File: src/rtl/hdmi_sched_pkg.sv
// Shared types and width helpers for the HDMI mode scheduler.
// Imported by the scheduler top and its key debouncer.
package hdmi_sched_pkg;

    typedef enum logic [1:0] {
        AUTO,
        HOLD,
        PAUSED
    } sched_state_t;

    localparam int MIN_CNT_W = 1;

    // Width able to hold 0..max_v, never narrower than one bit.
    function automatic int cnt_w(input int max_v);
        if (max_v < 1)
            return MIN_CNT_W;
        return $clog2(max_v + 1);
    endfunction

endpackage

File: src/rtl/hdmi_mode_sched_key_debounce.sv
// Key synchroniser and debouncer for the manual mode-advance button.
// Emits a single-cycle press pulse per accepted released->pressed edge.
module key_debounce
    import hdmi_sched_pkg::*;
#(
    parameter int CYC = 1000000
) (
    input  logic clk_i,
    input  logic rst_n_i,
    input  logic key_n_i,
    output logic press_o
);

    localparam int CW = cnt_w(CYC - 1);

    logic          s1;
    logic          s2;
    logic          stable;
    logic [CW-1:0] cnt;

    // cnt tracks how many consecutive samples disagree with the accepted level.
    always_ff @(posedge clk_i or negedge rst_n_i) begin
        if (!rst_n_i) begin
            s1      <= 1'b1;
            s2      <= 1'b1;
            stable  <= 1'b1;
            cnt     <= '0;
            press_o <= 1'b0;
        end else begin
            s1      <= key_n_i;
            s2      <= s1;
            press_o <= 1'b0;
            if (s2 == stable) begin
                cnt <= '0;
            end else if (cnt == CW'(CYC - 1)) begin
                stable  <= s2;
                cnt     <= '0;
                press_o <= ~s2;
            end else begin
                cnt <= cnt + CW'(1);
            end
        end
    end

endmodule

File: src/rtl/hdmi_mode_sched.sv
// Frame-synchronous processing-mode scheduler for the HDMI pipeline.
// Auto-cycles modes, with manual advance + hold and a pause level.
module hdmi_mode_sched
    import hdmi_sched_pkg::*;
#(
    parameter int N_MODES         = 4,
    parameter int FRAMES_PER_MODE = 120,
    parameter int HOLD_FRAMES     = 600,
    parameter int DEBOUNCE_CYC    = 1000000
) (
    input  logic                       clk_i,
    input  logic                       rst_n_i,
    input  logic                       vsync_i,
    input  logic                       key_n_i,
    input  logic                       pause_i,
    output logic [N_MODES-1:0]         mode_o,
    output logic [$clog2(N_MODES)-1:0] mode_idx_o,
    output logic                       frame_start_o,
    output logic                       hold_o
);

    localparam int IW = $clog2(N_MODES);
    localparam int FW = cnt_w(FRAMES_PER_MODE - 1);
    localparam int HW = cnt_w(HOLD_FRAMES - 1);

    sched_state_t  state;
    logic          vs_q;
    logic          fs;
    logic          press;
    logic          pend;
    logic          pend_now;
    logic [FW-1:0] frm_cnt;
    logic [HW-1:0] hold_cnt;
    logic [IW-1:0] idx_nx;
    logic [N_MODES-1:0] mode_nx;

    key_debounce #(
        .CYC(DEBOUNCE_CYC)
    ) u_key (
        .clk_i   (clk_i),
        .rst_n_i (rst_n_i),
        .key_n_i (key_n_i),
        .press_o (press)
    );

    assign fs       = vsync_i & ~vs_q;
    // A press landing on the frame-start cycle is honoured by that frame.
    assign pend_now = pend | press;
    assign idx_nx   = (mode_idx_o == IW'(N_MODES - 1)) ? '0
                                                       : mode_idx_o + IW'(1);
    assign mode_nx  = N_MODES'(1) << idx_nx;

    always_ff @(posedge clk_i or negedge rst_n_i) begin
        if (!rst_n_i) begin
            vs_q          <= 1'b0;
            frame_start_o <= 1'b0;
            pend          <= 1'b0;
            state         <= AUTO;
            frm_cnt       <= '0;
            hold_cnt      <= '0;
            mode_idx_o    <= '0;
            mode_o        <= N_MODES'(1);
            hold_o        <= 1'b0;
        end else begin
            vs_q          <= vsync_i;
            frame_start_o <= fs;
            pend          <= fs ? 1'b0 : pend_now;
            if (fs) begin
                unique case (state)
                    AUTO, PAUSED: begin
                        if (pend_now) begin
                            mode_idx_o <= idx_nx;
                            mode_o     <= mode_nx;
                            frm_cnt    <= '0;
                            hold_cnt   <= HW'(HOLD_FRAMES - 1);
                            state      <= HOLD;
                            hold_o     <= 1'b1;
                        end else if (state == PAUSED) begin
                            if (!pause_i) begin
                                state   <= AUTO;
                                frm_cnt <= '0;
                            end
                        end else if (pause_i) begin
                            state <= PAUSED;
                        end else if (frm_cnt == FW'(FRAMES_PER_MODE - 1)) begin
                            mode_idx_o <= idx_nx;
                            mode_o     <= mode_nx;
                            frm_cnt    <= '0;
                        end else begin
                            frm_cnt <= frm_cnt + FW'(1);
                        end
                    end
                    HOLD: begin
                        if (pend_now) begin
                            mode_idx_o <= idx_nx;
                            mode_o     <= mode_nx;
                            hold_cnt   <= HW'(HOLD_FRAMES - 1);
                        end else if (hold_cnt == '0) begin
                            frm_cnt <= '0;
                            state   <= pause_i ? PAUSED : AUTO;
                            hold_o  <= 1'b0;
                        end else begin
                            hold_cnt <= hold_cnt - HW'(1);
                        end
                    end
                    default: begin
                        state  <= AUTO;
                        hold_o <= 1'b0;
                    end
                endcase
            end
        end
    end

endmodule

File: config.mk
export PLATFORM = sky130hd
export DESIGN_NAME = hdmi_mode_sched
export DESIGN_NICKNAME = d
export VERILOG_FILES = /design/src/rtl/hdmi_sched_pkg.sv /design/src/rtl/hdmi_mode_sched_key_debounce.sv /design/src/rtl/hdmi_mode_sched.sv
export SDC_FILE = /design/constraint.sdc
export NUM_CORES = 1
export LEC_CHECK = 0
export CAP_MARGIN = 10
export CORE_AREA = 2 2 75 77
export CTS_BUF_LIST = sky130_fd_sc_hd__clkbuf_8
export DETAILED_ROUTE_END_ITERATION = 7
export DIE_AREA = 0 0 77 79
export HOLD_SLACK_MARGIN = 0.15
export PLACE_DENSITY_LB_ADDON = 0.12
export SETUP_SLACK_MARGIN = 0.15
export SYNTH_ARGS = -nofsm -noshare
export SYNTH_HDL_FRONTEND = slang
export SYNTH_SLANG_ARGS = --single-unit
export TNS_END_PERCENT = 1
File: constraint.sdc
create_clock -name clk_i -period 1.9 [get_ports clk_i]
set_input_delay 0.285 -clock clk_i [delete_from_list [all_inputs] [get_ports clk_i]]
set_output_delay 0.285 -clock clk_i [all_outputs]
set_load 0.03 [all_outputs]
# After elaboration in Yosys (flattened, before gate mapping)
# Index checks and enable logic that the tools add are counted.
[op_classes] bitwise=5 add_sub_neg=4 muxes=42 shifts=1 n_reduce_logical=10 eq_ne=16
[ops] op="$mux W7" n=7
[ops] op="$mux W20" n=2
[ops] op="$mux W10" n=3
[ops] op="$mux W2" n=13
[ops] op="$add A20 B1 Y20 const B" n=1
[ops] op="$eq A20 B20 Y1 const B" n=1
[ops] op="$mux W4" n=5
[ops] op="$pmux W10 S2" n=1
[ops] op="$pmux W7 S2" n=1
[ops] op="$ne A3 B3 Y1 const B" n=4
[ops] op="$logic_not A10 Y1" n=1
[ops] op="$reduce_and A5 Y1" n=2
[ops] op="$sub A10 B1 Y10 const B" n=1
[ops] op="$ne A2 B2 Y1 const B" n=4
[ops] op="$ne A4 B4 Y1 const B" n=2
[ops] op="$pmux W2 S2" n=2
[ops] op="$pmux W4 S2" n=1
[ops] op="$reduce_and A4 Y1" n=2
[ops] op="$add A7 B1 Y7 const B" n=1
[ops] op="$eq A7 B7 Y1 const B" n=1
[ops] op="$mux W1" n=6
[ops] op="$reduce_and A6 Y1" n=1
[ops] op="$eq A2 B2 Y1 const B" n=2
[ops] op="$shl A1 B2 Y4 const A" n=1
[ops] op="other kinds (11)" n=13
[totals] reg_bits=53 word_cells=92 out_inout_bits=8

# Depth between registers and ports, before layout
# Gate-level depths: netlist (run 1).
[depth] ltp_word=8 ltp_mapped=7 ltp_nobuf=6

# Cells and area by module
# Synthesis (run 1) repeated with hierarchy kept, for this count alone.
[unflattened] cells_unflattened=270 area_unflattened_um2=2803.9
[by_module_without_submodules] mod="hdmi_mode_sched" seq_area_each_um2=726.9 cells_per_inst=155 n_inst=1 area_each_um2=1636.6
[by_module_without_submodules] mod="key_debounce" seq_area_each_um2=604.3 cells_per_inst=115 n_inst=1 area_each_um2=1167.4

# Least setup slack after synthesis (run 1)
# No wires, ideal clock.
[synth_path] path_type="register to register" startpoint="reg hold_cnt[0]" endpoint="reg frm_cnt[1]" stages_incl_launch_ff=7 path_buffers=0 t_arrival_ns=1.770 setup_ns=0.125 slack_ns=0.005 path_cell_list="dfrtp_1 -> inv_1 -> ha_1 -> nor4b_4 -> nand4b_4 -> a221oi_4 -> mux2_4"
[synth_via] elab_chain_len=3
[synth_lines] item="from (decl)" line="hdmi_mode_sched.sv:33" text="logic [HW-1:0] hold_cnt;"
[synth_lines] item="from (signal assigned)" line="hdmi_mode_sched.sv:75" text="hold_cnt <= HW'(HOLD_FRAMES - 1);"
[synth_lines] item="from (signal assigned)" line="hdmi_mode_sched.sv:97" text="hold_cnt <= HW'(HOLD_FRAMES - 1);"
[synth_lines] item="from (signal assigned)" line="hdmi_mode_sched.sv:103" text="hold_cnt <= hold_cnt - HW'(1);"
[synth_lines] item="$logic_not A10 Y1" line="hdmi_mode_sched.sv:98" text="end else if (hold_cnt == '0) begin"
[synth_lines] item="$ne A2 B2 Y1 (no line)"
[synth_lines] item="$reduce_and A5 Y1 (no line)"
[synth_lines] item="to (signal assigned)" line="hdmi_mode_sched.sv:90" text="frm_cnt <= frm_cnt + FW'(1);"
[synth_lines] item="to (decl)" line="hdmi_mode_sched.sv:32" text="logic [FW-1:0] frm_cnt;"
# No other way between the ends.
# A chain may end at the register's enable or synchronous reset.

# Final worst setup path (run 1)
[layout_path] startpoint="reg hold_cnt[0]" endpoint="reg hold_cnt[1]"
[layout_via] elab_chain_len=4 elab_cells_between_ends=7 classes_between="add/sub: 1; eq/ne: 1; mux: 3; reduce/logical: 2"
[layout_lines] item="$sub A10 B1 Y10" line="hdmi_mode_sched.sv:103"
[layout_lines] item="$mux W10" line="hdmi_mode_sched.sv:98"
[layout_lines] item="$mux W10" line="hdmi_mode_sched.sv:94" text="if (pend_now) begin"
[layout_lines] item="$pmux W10 S2" line="hdmi_mode_sched.sv:69" text="unique case (state)"
# Parallel ways exist; a longest one is shown, timed or not. The select of a mux whose other input is x is not followed.

==> results of run 1 <==
-- power breakdown --
group	total, mW	switching, mW	internal, mW
clock network	0.683	0.407	0.276
logic	0.651	0.315	0.336
registers	1.43	0.158	1.27
-- sequential cells by signal (all words and copies together), names as in the netlist --
register,count
frame_start_o,1
u_key.s2,1
mode_o,4
vs_q,1
state,2
pend,1
frm_cnt,7
u_key.cnt,20
u_key.s1,1
hold_o,1
hold_cnt,10
u_key.stable,1
u_key.press_o,1
mode_idx_o,2
-- per-stage QoR --
stage	TNS [ps]	setup slack [ps]	utilization	cells
after floorplan	0	30.0	-	273
after global placement	0	15.2	0.596	370
after global routing	-17.9	-15.8	0.631	382
after CTS	0	93.0	0.622	381
final	0	64.9	0.631	382
after detailed placement	-8.72	-8.72	0.596	370
-- timing repair --
action / in CTS / in global routing
pin swaps: 3 / 2
hold buffers: 1 / 0
gates resized for setup: 7 / 9
endpoints found under the setup margin: 30 / 47
hold endpoints to repair: 19 / 0
setup buffers: 2 / 1
-- how the worst max path moves through the flow --
stage                                        from                      end  depth (start not counted)
after floorplan           hold_cnt[0]$_DFFE_PN0P_   frm_cnt[1]$_DFFE_PN0P_                          6
after global placement                    vsync_i  hold_cnt[1]$_DFFE_PN0P_                          6
after detailed placement                  vsync_i  hold_cnt[1]$_DFFE_PN0P_                          6
after CTS                 hold_cnt[0]$_DFFE_PN0P_  hold_cnt[5]$_DFFE_PN0P_                          7
after global routing      hold_cnt[0]$_DFFE_PN0P_  hold_cnt[9]$_DFFE_PN0P_                          6
final                     hold_cnt[0]$_DFFE_PN0P_  hold_cnt[1]$_DFFE_PN0P_                          6
-- metal layers --
metal  wire (µm)  GRT usage  up-vias
li1            -          -     1077
met1        2490      0.260     1071
met2        2780      0.339       34
met3         130     0.0352        9
met4          89     0.0821        0
met5           0          0        -
-- cell type report --
class / instances / area, µm² / area share
multi-input combinational: 194 / 1440 / 0.426
sequential: 53 / 1330 / 0.395
timing repair buffer: 42 / 365 / 0.108
tap: 72 / 90.1 / 0.0267
clock buffer: 5 / 68.8 / 0.0204
inverter: 13 / 48.8 / 0.0145
clock inverter: 3 / 28.8 / 0.00854
-- layout by cell type (no fill, tap or decap), types with 10 or more instances in the layout --
cell type,instances
a31oi_1,10
buf_4,25
clkdlybuf4s50_1,10
dfrtp_1,49
inv_1,11
nand2_1,19
nand3_1,12
nor2_1,24
xor2_1,14
-- cells by family (layout without fill, tap and decap cells) --
group | after synthesis | after routing | share of synthesized area
buf+inv | 26 | 63 | 0.0411
fa+ha+maj | 8 | 8 | 0.0354
mux | 10 | 10 | 0.0407
simple gates | 110 | 110 | 0.238
xor+xnor | 15 | 15 | 0.0464
flops | 53 | 53 | 0.471
compound gates | 51 | 51 | 0.128
-- worst max-delay path: cells and delay by family, from the launching register on --
family	cells	cell delay [ps]
buffers and inverters	1	50
muxes	1	320
adders and majority gates	1	160
and+or+nand+nor	3	820
DFF	1	370
==> impl_metrics.env, run 1 <==
export IMPL_power_mw=2.76
export IMPL_syn_to_final_growth_pct=19.1
export IMPL_numCtsBuffers=5
export IMPL_clockBufferDepth=2
export IMPL_ys_warnings_count=0
export IMPL_root_buffer="clkbuf_8"
export IMPL_die_width_um=77
export IMPL_htreeDepth=2
export IMPL_async_flop_share=1.00
export IMPL_groute_usage_overall=0.201
export IMPL_netlist_area_um2=2830
export IMPL_end_kind="flop"
export IMPL_synthTopCellsByArea="dfrtp_1 (43%), xor2_1 (4.3%), dfstp_2 (3.7%)"
export IMPL_slowest_stage="or3_4"
export IMPL_hold_start="u_key.s1$_DFF_PN1_"
export IMPL_place_congestion=0.895
export IMPL_syn_nets=286
export IMPL_slew_limit_headroom=0.658
export IMPL_ys_flop_type="dfrtp_1"
export IMPL_maxSlewViolCount=0
export IMPL_diodes=0
export IMPL_placementRows=27
export IMPL_cp_arrival_ps=2040
export IMPL_worstPathMaxFanout=5
export IMPL_rr_worst_depth=6
export IMPL_cp_cell_sequence="inv_2 -> ha_4 -> nor4b_4 -> and4b_2 -> or3_4 -> mux2_1"
export IMPL_wl_per_cell_um=14.4
export IMPL_port_buffers=12
export IMPL_ios=13
export IMPL_grt_remaining_overflow=0
export IMPL_ir_worst_vdd_mv=0.547
export IMPL_max_freq_ghz=0.545
export IMPL_seq_area_frac_synth=0.471
export IMPL_hold_ws_ps=368
export IMPL_status="finished, final reports clean"
export IMPL_worstPathRequired_ps=2100
export IMPL_drcViolationCount=0
export IMPL_finalHoldViolCount=0
export IMPL_fin_area_um2=3370
export IMPL_drt_antenna_violating_nets=0
export IMPL_min_to="u_key.s2$_DFF_PN1_"
export IMPL_detail_route_first_pass_iterations=4
export IMPL_dieArea_um2=6080
export IMPL_post_synth_top_count_cell="dfrtp_1"
export IMPL_drt_initial_drc_count=109
export IMPL_core_um2=5340
export IMPL_rsz0062_at_grt="true"
export IMPL_grt_pass1_wl_mm=9.83
export IMPL_period_share=0.966
export IMPL_r2r_end="hold_cnt[1]$_DFFE_PN0P_"
export IMPL_hp_class="reg2reg"
export IMPL_synth_edff_count=0
export IMPL_rr_startpoint="hold_cnt[0]$_DFFE_PN0P_"
export IMPL_dp_hpwl_mm=3.97
export IMPL_first_global_vias=2192
export IMPL_start_util=0.530
export IMPL_vias_per_cell=5.74
export IMPL_synth_cells=273
export IMPL_syn_mean_instance_area_um2=10.4
export IMPL_clock_sinks=53
export IMPL_cap_violations=0
export IMPL_grt_antenna_before_repair=0
export IMPL_die_y_um=79
export IMPL_drive_gt1_frac=0.226
export IMPL_grt_max_degree=35
export IMPL_wirelength_mm=5.49
export IMPL_worst_setup_path_start_kind="flop"
export IMPL_synth_seq_cells=53
export IMPL_vias=2191
export IMPL_fin_nets=322
export IMPL_setup_viol=0
export IMPL_synth_commonest_cells="dfrtp_1 (49), nor2_1 (24), nand2_1 (19)"
export IMPL_cts_tree="done"
export IMPL_clock_latency_ps=310
export IMPL_clk_pin_slew_ps=100
export IMPL_max_stage_delay_ps=410
export IMPL_whs_path_depth=0
export IMPL_n_fill_cell=456
export IMPL_r2r_slack_ps=60
export IMPL_synth_cell_types=55
export IMPL_p_leak_nw=1.48
export IMPL_critPathKind="reg2reg"
export IMPL_synth_top_area_share=0.433
export IMPL_max_slew_worst_pin_slew_ps=509
export IMPL_pwr_density_cell_nw_per_um2=819
export IMPL_synth_top_area_cell="dfrtp_1"
export IMPL_placed_area_um2=3180
export IMPL_fin_crit_ps=1840
export IMPL_finClkSkew_ps=6.12
Power figures use the tool's default switching activity.
==> inputs of run 2 (changes only) <==
--- a/config.mk
+++ b/config.mk
@@ -11,6 +11,7 @@
 export DETAILED_ROUTE_END_ITERATION = 7
 export DIE_AREA = 0 0 77 79
 export HOLD_SLACK_MARGIN = 0.15
+export MAX_ROUTING_LAYER = met4
 export PLACE_DENSITY_LB_ADDON = 0.12
 export SETUP_SLACK_MARGIN = 0.15
 export SYNTH_ARGS = -nofsm -noshare
==> impl_metrics.env, run 2 (synthesis gave the netlist of run 1 again) <==
export IMPL_whs_path_depth=0
export IMPL_clock_latency_ps=300
export IMPL_worstPathRequired_ps=2090
export IMPL_setup_tns_ps=0
export IMPL_max_slew_worst_pin_slew_ps=433
export IMPL_clock_sinks=53
export IMPL_htreeDepth=2
export IMPL_cp_arrival_ps=2040
export IMPL_grt_antenna_before_repair=0
export IMPL_setup_viol=0
export IMPL_drcViolationCount=0
export IMPL_clk_pin_slew_ps=100
export IMPL_critPathKind="reg2reg"
export IMPL_drt_antenna_violating_nets=0
export IMPL_dp_hpwl_mm=3.83
export IMPL_p_leak_nw=1.55
export IMPL_fin_crit_ps=1840
export IMPL_vias_per_cell=5.57
export IMPL_cts_tree="done"
export IMPL_period_share=0.969
export IMPL_grt_pass1_wl_mm=9.93
export IMPL_start_util=0.530
export IMPL_clockBufferDepth=2
export IMPL_ios=13
export IMPL_wl_per_cell_um=14.1
export IMPL_placementRows=27
export IMPL_wirelength_mm=5.40
export IMPL_root_buffer="clkbuf_8"
export IMPL_numCtsBuffers=5
export IMPL_port_buffers=12
export IMPL_slowest_stage="or3_4"
export IMPL_end_kind="flop"
export IMPL_vias=2140
export IMPL_worstPathMaxFanout=5
export IMPL_crit_buf_inv=1
export IMPL_grt_max_degree=54
export IMPL_layout_common_cells="dfrtp_1 (49), buf_4 (27), nor2_1 (24)"
export IMPL_finalHoldViolCount=0
export IMPL_status="finished, final reports clean"
export IMPL_drive_gt1_frac=0.244
export IMPL_detail_route_first_pass_iterations=4
export IMPL_rr_worst_depth=6
export IMPL_fin_nets=324
export IMPL_worst_setup_path_start_kind="flop"
export IMPL_die_y_um=79
export IMPL_first_global_vias=2242
export IMPL_slew_limit_headroom=0.708
export IMPL_largest_reg_flops=20
export IMPL_max_freq_ghz=0.543
export IMPL_drt_initial_drc_count=93
export IMPL_cap_violations=0
export IMPL_dieArea_um2=6080
export IMPL_syn_to_final_growth_pct=20.9
export IMPL_rsz0062_at_grt="true"
export IMPL_pwr_density_cell_nw_per_um2=835
export IMPL_hp_class="reg2reg"
export IMPL_ir_worst_vdd_mv=0.538
export IMPL_final_common_cell="dfrtp_1"
export IMPL_grt_remaining_overflow=0
export IMPL_critPathTopFamily="simple AND/OR/NAND/NOR gates"
export IMPL_maxSlewViolCount=0
export IMPL_largest_register="u_key.cnt"
export IMPL_finClkSkew_ps=9.02
export IMPL_power_mw=2.86
export IMPL_core_um2=5340
export IMPL_diodes=0
export IMPL_path_depth=6
export IMPL_largest_registers="u_key.cnt x20, hold_cnt x10, frm_cnt x7"
export IMPL_die_width_um=77
export IMPL_place_congestion=0.896
export IMPL_groute_usage_overall=0.204
export IMPL_cp_cell_sequence="inv_1 -> ha_2 -> nor4b_4 -> and4b_2 -> or3_4 -> mux2_4"
export IMPL_max_stage_delay_ps=420
[run 2: per-layer routing]
metal | global-route usage | vias to the layer above | share of wire
met5 | - | - | 0
met4 | 0.0714 | 0 | 0.011
met3 | 0.0295 | 6 | 0.030
met2 | 0.354 | 35 | 0.50
met1 | 0.248 | 1029 | 0.46
li1 | - | 1070 | -
[run 2: area by class of cell]
cell class	instances	area, µm²
Tap cell	72	90.1
Inverter	13	48.8
Clock inverter	3	46.3
Timing Repair Buffer	44	389
Multi-Input combinational cell	194	1450
Clock buffer	5	68.8
Fill cell	457	1920
Sequential cell	53	1330
[run 2: per-stage QoR]
stage	hold slack, ps	worst slack (ps)	cells	instance area, µm²	util
after floorplan	-10.6	30.0	273	2830	-
after global placement	297	12.5	371	3190	0.598
after detailed placement	298	-22.0	371	3190	0.598
after CTS	365	65.7	383	3350	0.628
after global routing	370	8.72	384	3420	0.641
final	363	59.4	384	3420	0.641
[run 2: worst reg2reg max path: cells and delay by family (launching register included)]
kind	cells	cell delay, ps
flops	1	350
fa+ha+maj	1	190
buf+inv	1	50
mux	1	310
simple gates	3	840
[run 2: power breakdown]
group,switching [mW],total [mW],internal [mW]
Clock,0.376,0.770,0.395
Combinational,0.315,0.665,0.350
Sequential,0.154,1.42,1.27
[run 2: what timing repair did]
action | 4_1_cts | 5_1_grt
pin swaps | 3 | 6
gates cloned | 0 | 0
hold buffers | 1 | 0
setup buffers | 3 | 1
hold endpoints to repair | 49 | 0
gates resized for setup | 6 | 15
setup endpoints to repair | 32 | 49
[run 2: path summary, 6_finish.rpt]
path | startpoint | endpoint | slack [ps]
hold reg to reg | u_key.s1$_DFF_PN1_ | u_key.s2$_DFF_PN1_ | 360
min in group asynchronous | rst_n_i | frm_cnt[5]$_DFFE_PN0P_ | 500
setup / recovery | hold_cnt[1]$_DFFE_PN0P_ | hold_cnt[1]$_DFFE_PN0P_ | 60
max in group asynchronous | rst_n_i | u_key.stable$_DFFE_PN1P_ | 1120
setup reg to reg | hold_cnt[1]$_DFFE_PN0P_ | hold_cnt[1]$_DFFE_PN0P_ | 60
hold / removal | u_key.s1$_DFF_PN1_ | u_key.s2$_DFF_PN1_ | 360
